## config.mk

```make
export PLATFORM = sky130hd
export DESIGN_NAME = wrapped_instr_adder_brent_flat
export DESIGN_NICKNAME = d
export VERILOG_FILES = /design/src/rtl/instr_adder_pkg.sv /design/src/rtl/wrapped_instr_adder_brent_if.sv /design/src/rtl/brent_kung_adder32.sv /design/src/rtl/wrapped_instr_adder_brent.sv /design/src/flat_wrapper.sv
export SDC_FILE = /design/constraint.sdc
export NUM_CORES = 1
export LEC_CHECK = 0
export CAP_MARGIN = 20
export CORE_AREA = 2 2 158 160
export DETAILED_ROUTE_END_ITERATION = 12
export DIE_AREA = 0 0 160 162
export PLACE_DENSITY_LB_ADDON = 0.08
export SETUP_SLACK_MARGIN = 0.02
export SKIP_CTS_REPAIR_TIMING = 1
export SYNTH_ARGS = -nofsm -noshare
export SYNTH_HDL_FRONTEND = slang
export SYNTH_SLANG_ARGS = --single-unit
```

## constraint.sdc

```tcl
create_clock -name wb_clk_i -period 8.66 [get_ports wb_clk_i]
set_input_delay 0.866 -clock wb_clk_i [delete_from_list [all_inputs] [get_ports wb_clk_i]]
set_output_delay 0.866 -clock wb_clk_i [all_outputs]
set_load 0.1 [all_outputs]
```

## src/rtl/instr_adder_pkg.sv

```systemverilog
`default_nettype none
// ---- instr_adder_pkg : shared width, opcodes and status bit positions ----
// ---- rev 1.0 ----
package instr_adder_pkg;

  localparam int WIDTH = 32;

  typedef enum logic [2:0] {
    OP_NOP       = 3'd0,
    OP_LOAD_A    = 3'd1,
    OP_LOAD_B    = 3'd2,
    OP_SET_EXT   = 3'd3,
    OP_SET_RING  = 3'd4,
    OP_SET_SMASK = 3'd5,
    OP_START     = 3'd6,
    OP_ABORT     = 3'd7
  } opcode_e;

  localparam int STAT_BUSY_BIT  = 0;
  localparam int STAT_DONE_BIT  = 1;
  localparam int STAT_CARRY_BIT = 2;
  localparam int STAT_REM_LSB   = 16;

  localparam logic [WIDTH-1:0] RING_MASK_RESET = {WIDTH{1'b1}};

endpackage
`default_nettype wire

```

## src/rtl/wrapped_instr_adder_brent_if.sv

```systemverilog
`default_nettype none
// ---- wrapped_instr_adder_brent_if : logic-analyzer and GPIO bundle ----
// ---- rev 1.0 ----
interface wrapped_instr_adder_brent_if;
  logic [31:0] la1_data_in;
  logic [31:0] la1_data_out;
  logic [31:0] la1_oenb;
  logic [31:0] la2_data_in;
  logic [31:0] la2_data_out;
  logic [31:0] la2_oenb;
  logic [31:0] la3_data_in;
  logic [31:0] la3_data_out;
  logic [31:0] la3_oenb;
  logic [37:0] io_in;
  logic [37:0] io_out;
  logic [37:0] io_oeb;

  modport slave (
    input  la1_data_in, la1_oenb, la2_data_in, la2_oenb, la3_data_in, la3_oenb, io_in,
    output la1_data_out, la2_data_out, la3_data_out, io_out, io_oeb
  );

  modport master (
    output la1_data_in, la1_oenb, la2_data_in, la2_oenb, la3_data_in, la3_oenb, io_in,
    input  la1_data_out, la2_data_out, la3_data_out, io_out, io_oeb
  );
endinterface
`default_nettype wire

```

## src/rtl/brent_kung_adder32.sv

```systemverilog
`default_nettype none
// ---- brent_kung_adder32 : combinational Brent-Kung prefix adder, cin = 0 ----
// ---- rev 1.0 ----
module brent_kung_adder32
  import instr_adder_pkg::*;
(
  input  wire logic [WIDTH-1:0] a,
  input  wire logic [WIDTH-1:0] b,
  output logic      [WIDTH-1:0] sum,
  output logic                  cout
);

  localparam int LEVELS = 5;
  localparam int STAGES = 2 * LEVELS - 1;

  logic [WIDTH-1:0] gg [0:STAGES];
  logic [WIDTH-1:0] pp [0:STAGES];
  logic [WIDTH-1:0] carry;

  assign gg[0] = a & b;
  assign pp[0] = a ^ b;

  // Stages 0..4 are the up-sweep, 5..8 the down-sweep filling the gaps.
  for (genvar s = 0; s < STAGES; s++) begin : g_stage
    localparam int SPAN = (s < LEVELS) ? s : (2 * LEVELS - 2 - s);
    localparam bit UP   = (s < LEVELS);
    for (genvar i = 0; i < WIDTH; i++) begin : g_bit
      localparam bit MERGE = UP ? (((i + 1) % (2 << SPAN)) == 0)
                                : ((((i + 1) % (2 << SPAN)) == (1 << SPAN)) && (i >= (2 << SPAN)));
      if (MERGE) begin : g_merge
        assign gg[s+1][i] = gg[s][i] | (pp[s][i] & gg[s][i-(1<<SPAN)]);
        assign pp[s+1][i] = pp[s][i] & pp[s][i-(1<<SPAN)];
      end else begin : g_pass
        assign gg[s+1][i] = gg[s][i];
        assign pp[s+1][i] = pp[s][i];
      end
    end
  end

  assign carry = {gg[STAGES][WIDTH-2:0], 1'b0};
  assign sum   = pp[0] ^ carry;
  assign cout  = gg[STAGES][WIDTH-1];

  wire unused_prop = ^pp[STAGES];

endmodule
`default_nettype wire

```

## src/rtl/wrapped_instr_adder_brent.sv

```systemverilog
`default_nettype none
// ---- wrapped_instr_adder_brent : LA-driven instrumented Brent-Kung adder ----
// ---- option INSTR_ADDER_CYCLE_COUNT_EN puts the run-cycle counter on la3 ; rev 1.0 ----
module wrapped_instr_adder_brent
  import instr_adder_pkg::*;
(
  input  wire logic wb_clk_i,
  input  wire logic wb_rst_n,
  input  wire logic active,
  wrapped_instr_adder_brent_if.slave bus
);

  localparam logic [0:0] ST_IDLE = 1'b0;
  localparam logic [0:0] ST_RUN  = 1'b1;

  logic [0:0]       state;
  logic [0:0]       state_next;
  logic             busy;
  logic [WIDTH-1:0] a_input;
  logic [WIDTH-1:0] b_input;
  logic [WIDTH-1:0] a_input_ext_bit_b;
  logic [WIDTH-1:0] a_input_ring_bit_b;
  logic [WIDTH-1:0] s_output_bit_b;
  logic [WIDTH-1:0] s_output;
  logic             chain_out;
  logic             done;
  logic [15:0]      remaining;
  logic             strobe_q;
  logic [WIDTH-1:0] a_operand;
  logic [WIDTH-1:0] sum;
  logic             cout;
  logic [WIDTH-1:0] la3_view;
  logic [WIDTH-1:0] status;

  opcode_e     opcode;
  logic        fire;
  logic        load_en;
  logic        cmd_start;
  logic        cmd_abort;
  logic [15:0] run_len;

  assign opcode    = opcode_e'(bus.la1_data_in[2:0]);
  assign fire      = bus.la1_data_in[3] & ~strobe_q;
  assign run_len   = bus.la2_data_in[15:0];
  assign load_en   = fire && (state == ST_IDLE);
  assign cmd_start = load_en && (opcode == OP_START);
  assign cmd_abort = fire && (state == ST_RUN) && (opcode == OP_ABORT);

  assign a_operand = a_input & ~a_input_ext_bit_b;

  brent_kung_adder32 u_adder (
    .a    (a_operand),
    .b    (b_input),
    .sum  (sum),
    .cout (cout)
  );

  always_ff @(posedge wb_clk_i) begin
    if (!wb_rst_n) state <= ST_IDLE;
    else           state <= state_next;
  end

  always_comb begin
    state_next = state;
    case (state)
      ST_IDLE: if (cmd_start && (run_len != 16'd0)) state_next = ST_RUN;
      ST_RUN:  if (cmd_abort || (remaining == 16'd1)) state_next = ST_IDLE;
      default: state_next = ST_IDLE;
    endcase
  end

  always_comb begin
    busy = (state == ST_RUN);
  end

  always_ff @(posedge wb_clk_i) begin
    if (!wb_rst_n) begin
      a_input            <= '0;
      b_input            <= '0;
      a_input_ext_bit_b  <= '0;
      a_input_ring_bit_b <= RING_MASK_RESET;
      s_output_bit_b     <= '0;
      s_output           <= '0;
      chain_out          <= 1'b0;
      done               <= 1'b0;
      remaining          <= '0;
      strobe_q           <= 1'b0;
    end else begin
      strobe_q  <= bus.la1_data_in[3];
      s_output  <= sum & ~s_output_bit_b;
      chain_out <= cout;
      if (load_en) begin
        case (opcode)
          OP_LOAD_A:    a_input            <= bus.la2_data_in;
          OP_LOAD_B:    b_input            <= bus.la3_data_in;
          OP_SET_EXT:   a_input_ext_bit_b  <= bus.la2_data_in;
          OP_SET_RING:  a_input_ring_bit_b <= bus.la2_data_in;
          OP_SET_SMASK: s_output_bit_b     <= bus.la2_data_in;
          OP_START: begin
            done      <= (run_len == 16'd0);
            remaining <= run_len;
          end
          default: ;
        endcase
      end else if (busy) begin
        // Abort wins over the feedback step; remaining is frozen where it is.
        if (cmd_abort) begin
          done <= 1'b1;
        end else begin
          a_input   <= (a_input & a_input_ring_bit_b) | (sum & ~a_input_ring_bit_b);
          remaining <= remaining - 16'd1;
          if (remaining == 16'd1) done <= 1'b1;
        end
      end
    end
  end

`ifdef INSTR_ADDER_CYCLE_COUNT_EN
  logic [WIDTH-1:0] cycle_cnt;

  always_ff @(posedge wb_clk_i) begin
    if (!wb_rst_n)               cycle_cnt <= '0;
    else if (cmd_start)          cycle_cnt <= '0;
    else if (busy && !cmd_abort) cycle_cnt <= cycle_cnt + 1'b1;
  end

  assign la3_view = cycle_cnt;
`else
  assign la3_view = b_input;
`endif

  always_comb begin
    status                 = '0;
    status[STAT_BUSY_BIT]  = busy;
    status[STAT_DONE_BIT]  = done;
    status[STAT_CARRY_BIT] = chain_out;
    status[STAT_REM_LSB +: 16] = remaining;
  end

  assign bus.la1_data_out = active ? status   : '0;
  assign bus.la2_data_out = active ? s_output : '0;
  assign bus.la3_data_out = active ? la3_view : '0;
  assign bus.io_out       = active ? {28'd0, busy, chain_out, 8'd0} : '0;
  assign bus.io_oeb       = active ? {{28{1'b1}}, 2'b00, {8{1'b1}}} : {38{1'b1}};

  wire unused_inputs = ^{bus.la1_data_in[31:4], bus.la1_oenb, bus.la2_oenb,
                         bus.la3_oenb, bus.io_in};

endmodule
`default_nettype wire

```

## src/flat_wrapper.sv

```systemverilog
// flat-port wrapper written by rule: the top's interface ports become plain ports
module wrapped_instr_adder_brent_flat import instr_adder_pkg::*;
  (wb_clk_i, wb_rst_n, active, bus_la1_data_in, bus_la1_oenb, bus_la2_data_in, bus_la2_oenb, bus_la3_data_in, bus_la3_oenb, bus_io_in, bus_la1_data_out, bus_la2_data_out, bus_la3_data_out, bus_io_out, bus_io_oeb);
  wrapped_instr_adder_brent_if bus_i ();
  input  wire logic wb_clk_i;
  input  wire logic wb_rst_n;
  input  wire logic active;
  input wire logic [$bits(bus_i.la1_data_in)-1:0] bus_la1_data_in;
  input wire logic [$bits(bus_i.la1_oenb)-1:0] bus_la1_oenb;
  input wire logic [$bits(bus_i.la2_data_in)-1:0] bus_la2_data_in;
  input wire logic [$bits(bus_i.la2_oenb)-1:0] bus_la2_oenb;
  input wire logic [$bits(bus_i.la3_data_in)-1:0] bus_la3_data_in;
  input wire logic [$bits(bus_i.la3_oenb)-1:0] bus_la3_oenb;
  input wire logic [$bits(bus_i.io_in)-1:0] bus_io_in;
  output wire logic [$bits(bus_i.la1_data_out)-1:0] bus_la1_data_out;
  output wire logic [$bits(bus_i.la2_data_out)-1:0] bus_la2_data_out;
  output wire logic [$bits(bus_i.la3_data_out)-1:0] bus_la3_data_out;
  output wire logic [$bits(bus_i.io_out)-1:0] bus_io_out;
  output wire logic [$bits(bus_i.io_oeb)-1:0] bus_io_oeb;
  assign bus_i.la1_data_in = bus_la1_data_in;
  assign bus_i.la1_oenb = bus_la1_oenb;
  assign bus_i.la2_data_in = bus_la2_data_in;
  assign bus_i.la2_oenb = bus_la2_oenb;
  assign bus_i.la3_data_in = bus_la3_data_in;
  assign bus_i.la3_oenb = bus_la3_oenb;
  assign bus_i.io_in = bus_io_in;
  assign bus_la1_data_out = bus_i.la1_data_out;
  assign bus_la2_data_out = bus_i.la2_data_out;
  assign bus_la3_data_out = bus_i.la3_data_out;
  assign bus_io_out = bus_i.io_out;
  assign bus_io_oeb = bus_i.io_oeb;
  wrapped_instr_adder_brent u_core (.wb_clk_i(wb_clk_i), .wb_rst_n(wb_rst_n), .active(active), .bus(bus_i));
endmodule
```

==> out/metrics.cfg <==
[global_route]
overflow=0
antenna_found_initial=1
grt_max_degree=91
grt_pass1_wl_mm=46.9
grt.total_usage_pct=22.5
grt_pass1_vias=8551
met3_usage_pct=3.98
gr-usage-met2_pct=38.4
busiest_layer=met2
use_met1_pct=29.7

[die]
die_w_um=160
rows=57
start_util_pct=45.9
io_pins=405
die_h_um=162
core_um2=24100
dieArea_um2=25900

[timing]
fin_crit_sh_pct=55.6
period_needed_ps=4810
worst_pin_slew_ps=1070
finalSetupViolations=0
finalSetupTns_ps=0
skew_ps=9.74
hold_viol_final=0
finalMaxSlewViolations=0
fmax_mhz=208
rsz0062_at_grt=false
relSlewSlack_pct=28.7

[pwr]
vdd_drop_max_uv=130
p_per_area_nw_per_um2=193
power_leakage_uw=0.00536

[layout]
nNetsFinal=1744
syn_to_final_growth_pct=20.8
diodes=0
register_area_um2=4240
drive_gt1_share_pct=7.09
multi_input_area_um2=6020
final_common_cell=nand2_1
layout_common_cells=nand2_1, dfxtp_1, clkdlybuf4s50_1, a21boi_0, conb_1
fillers=2303
stdcell_area_um2=13400

[yosys]
synthFlopType=dfxtp_1
yosysUniqueCellTypes=60
synthArstFlopShare_pct=0
synth-edff-count=0
ys_ff_latch=212
synth.avg_cell_area_um2=8.18
yosys.area.top_type_share_pct=38.3
yosysTopAreaCell=dfxtp_1
synth_area_leaders=dfxtp_1, nand2_1, buf_4
yosys_warnings=0
syn_area_um2=11100
yosysSeqAreaShare_pct=38.3
synth_cells=1354

[place]
gp_congestion=0.804
portBuffers=157
place_hpwl_mm=20.1
place_area_um2=12500

[worst_setup_path]
critPathArrivalTime_ps=3950
cp_max_fo=68
path_cells=buf_2 -> buf_4 -> clkinv_1 -> nor2_1 -> clkdlybuf4s50_1
setup.worst_path.class=primary input to primary output
crit_required_ps=7790
cp-end-kind=primary output
crit_slowest_cell=clkdlybuf4s50_1
start_kind=primary input
critPathMaxStageDelay_ps=1190

[route]
num_vias=9252
wl_per_cell_um=16.6
drtPass1Iterations=5
via_per_inst=5.13
initialDrtViolationCount=569
drc=0
drtAntennaViolNets=0
wl_mm=29.9

[min_path]
hp-class=flip-flop to flip-flop

[run]
drv_cap=0

[clocking]
insertion_delay_ps=520
clk_pin_slew_worst_paths_ps=60
cts_buffers=24
htree_levels=1
cts_tree=built
cts.sinks=212
cts_buffer_depth=3
clockRootBuffer=clkbuf_16

[outcome]
run_status=complete, no violations

==> worst max-delay path: cells and delay by family <==
kind / cells / cell delay [ps]
buffers and inverters: 4 / 2640
and+or+nand+nor: 1 / 390
==> power breakdown <==
| part | internal, uW | switching, uW |
|---|---|---|
| logic | 104 | 339 |
| registers | 1000 | 16.8 |
| clock network | 696 | 422 |
==> cell type report <==
type                            instances  area share [%]
Clock inverter                         10            1.14
Clock buffer                           34            5.38
Tap cell                              324            3.03
Sequential cell                       212            31.7
Inverter                               47            1.32
Multi-Input combinational cell       1007            45.0
Timing Repair Buffer                  170            12.4
==> path summary, 6_finish.rpt <==
kind	start	end	cells past startpoint	slack, ps
hold / removal	u_core.s_output_bit_b[20]	u_core.s_output[20]	1	410
hold reg to reg	u_core.s_output_bit_b[20]	u_core.s_output[20]	1	410
setup reg to reg	flip-flop	flip-flop	17	4660
setup / recovery	active	bus_la3_data_out[8]	5	3850
==> cell families after synthesis <==
group | Yosys count | synth area share (%)
AO/OA/AOI/OAI | 289 | 18.9
XOR/XNOR | 15 | 1.19
adder cells (fa/ha/maj) | 49 | 6.62
buffers and inverters | 218 | 10.6
flip-flops | 212 | 38.3
other | 2 | 0.0678
AND/OR/NAND/NOR | 569 | 24.3
==> synthesized netlist by cell type, types with 3 or more instances <==
library cell,n
nand2_1,282
dfxtp_1,212
buf_4,89
a21boi_0,85
nor2_1,78
and2_1,73
clkbuf_1,71
a21oi_1,66
inv_1,46
o221a_2,36
ha_1,33
nand3_1,27
nor2b_1,26
nor3b_1,22
o21ai_0,21
a31oi_1,18
fa_1,16
nor3_1,16
o211ai_1,14
nand2b_1,13
a21boi_1,12
xnor2_1,10
o22a_1,9
nand4_1,8
buf_2,7
nor4_1,5
xor2_1,5
a21o_1,4
and3b_1,4
a22oi_1,3
o21a_1,3
o22ai_1,3
or3_1,3
==> layer usage <==
layer | routed length (um) | vias to the layer above
met1 | 13500 | 4321
met5 | 11 | -
li1 | - | 4605
met3 | 1890 | 36
met4 | 496 | 2
met2 | 14000 | 288
==> stage by stage <==
stage	instances	setup WS [ps]	hold slack [ps]	total power [uW]	utilization [%]
2_1_floorplan	1437	4660	389	1410	-
4_1_cts	1804	3790	411	2590	55.5
5_1_grt	1804	3630	426	2660	55.5
3_5_place_dp	1760	3770	403	1480	51.9
6_report	1804	3850	408	2580	55.5
3_3_place_gp	1760	3740	397	1480	51.9
(Power assumes the default switching activity.)
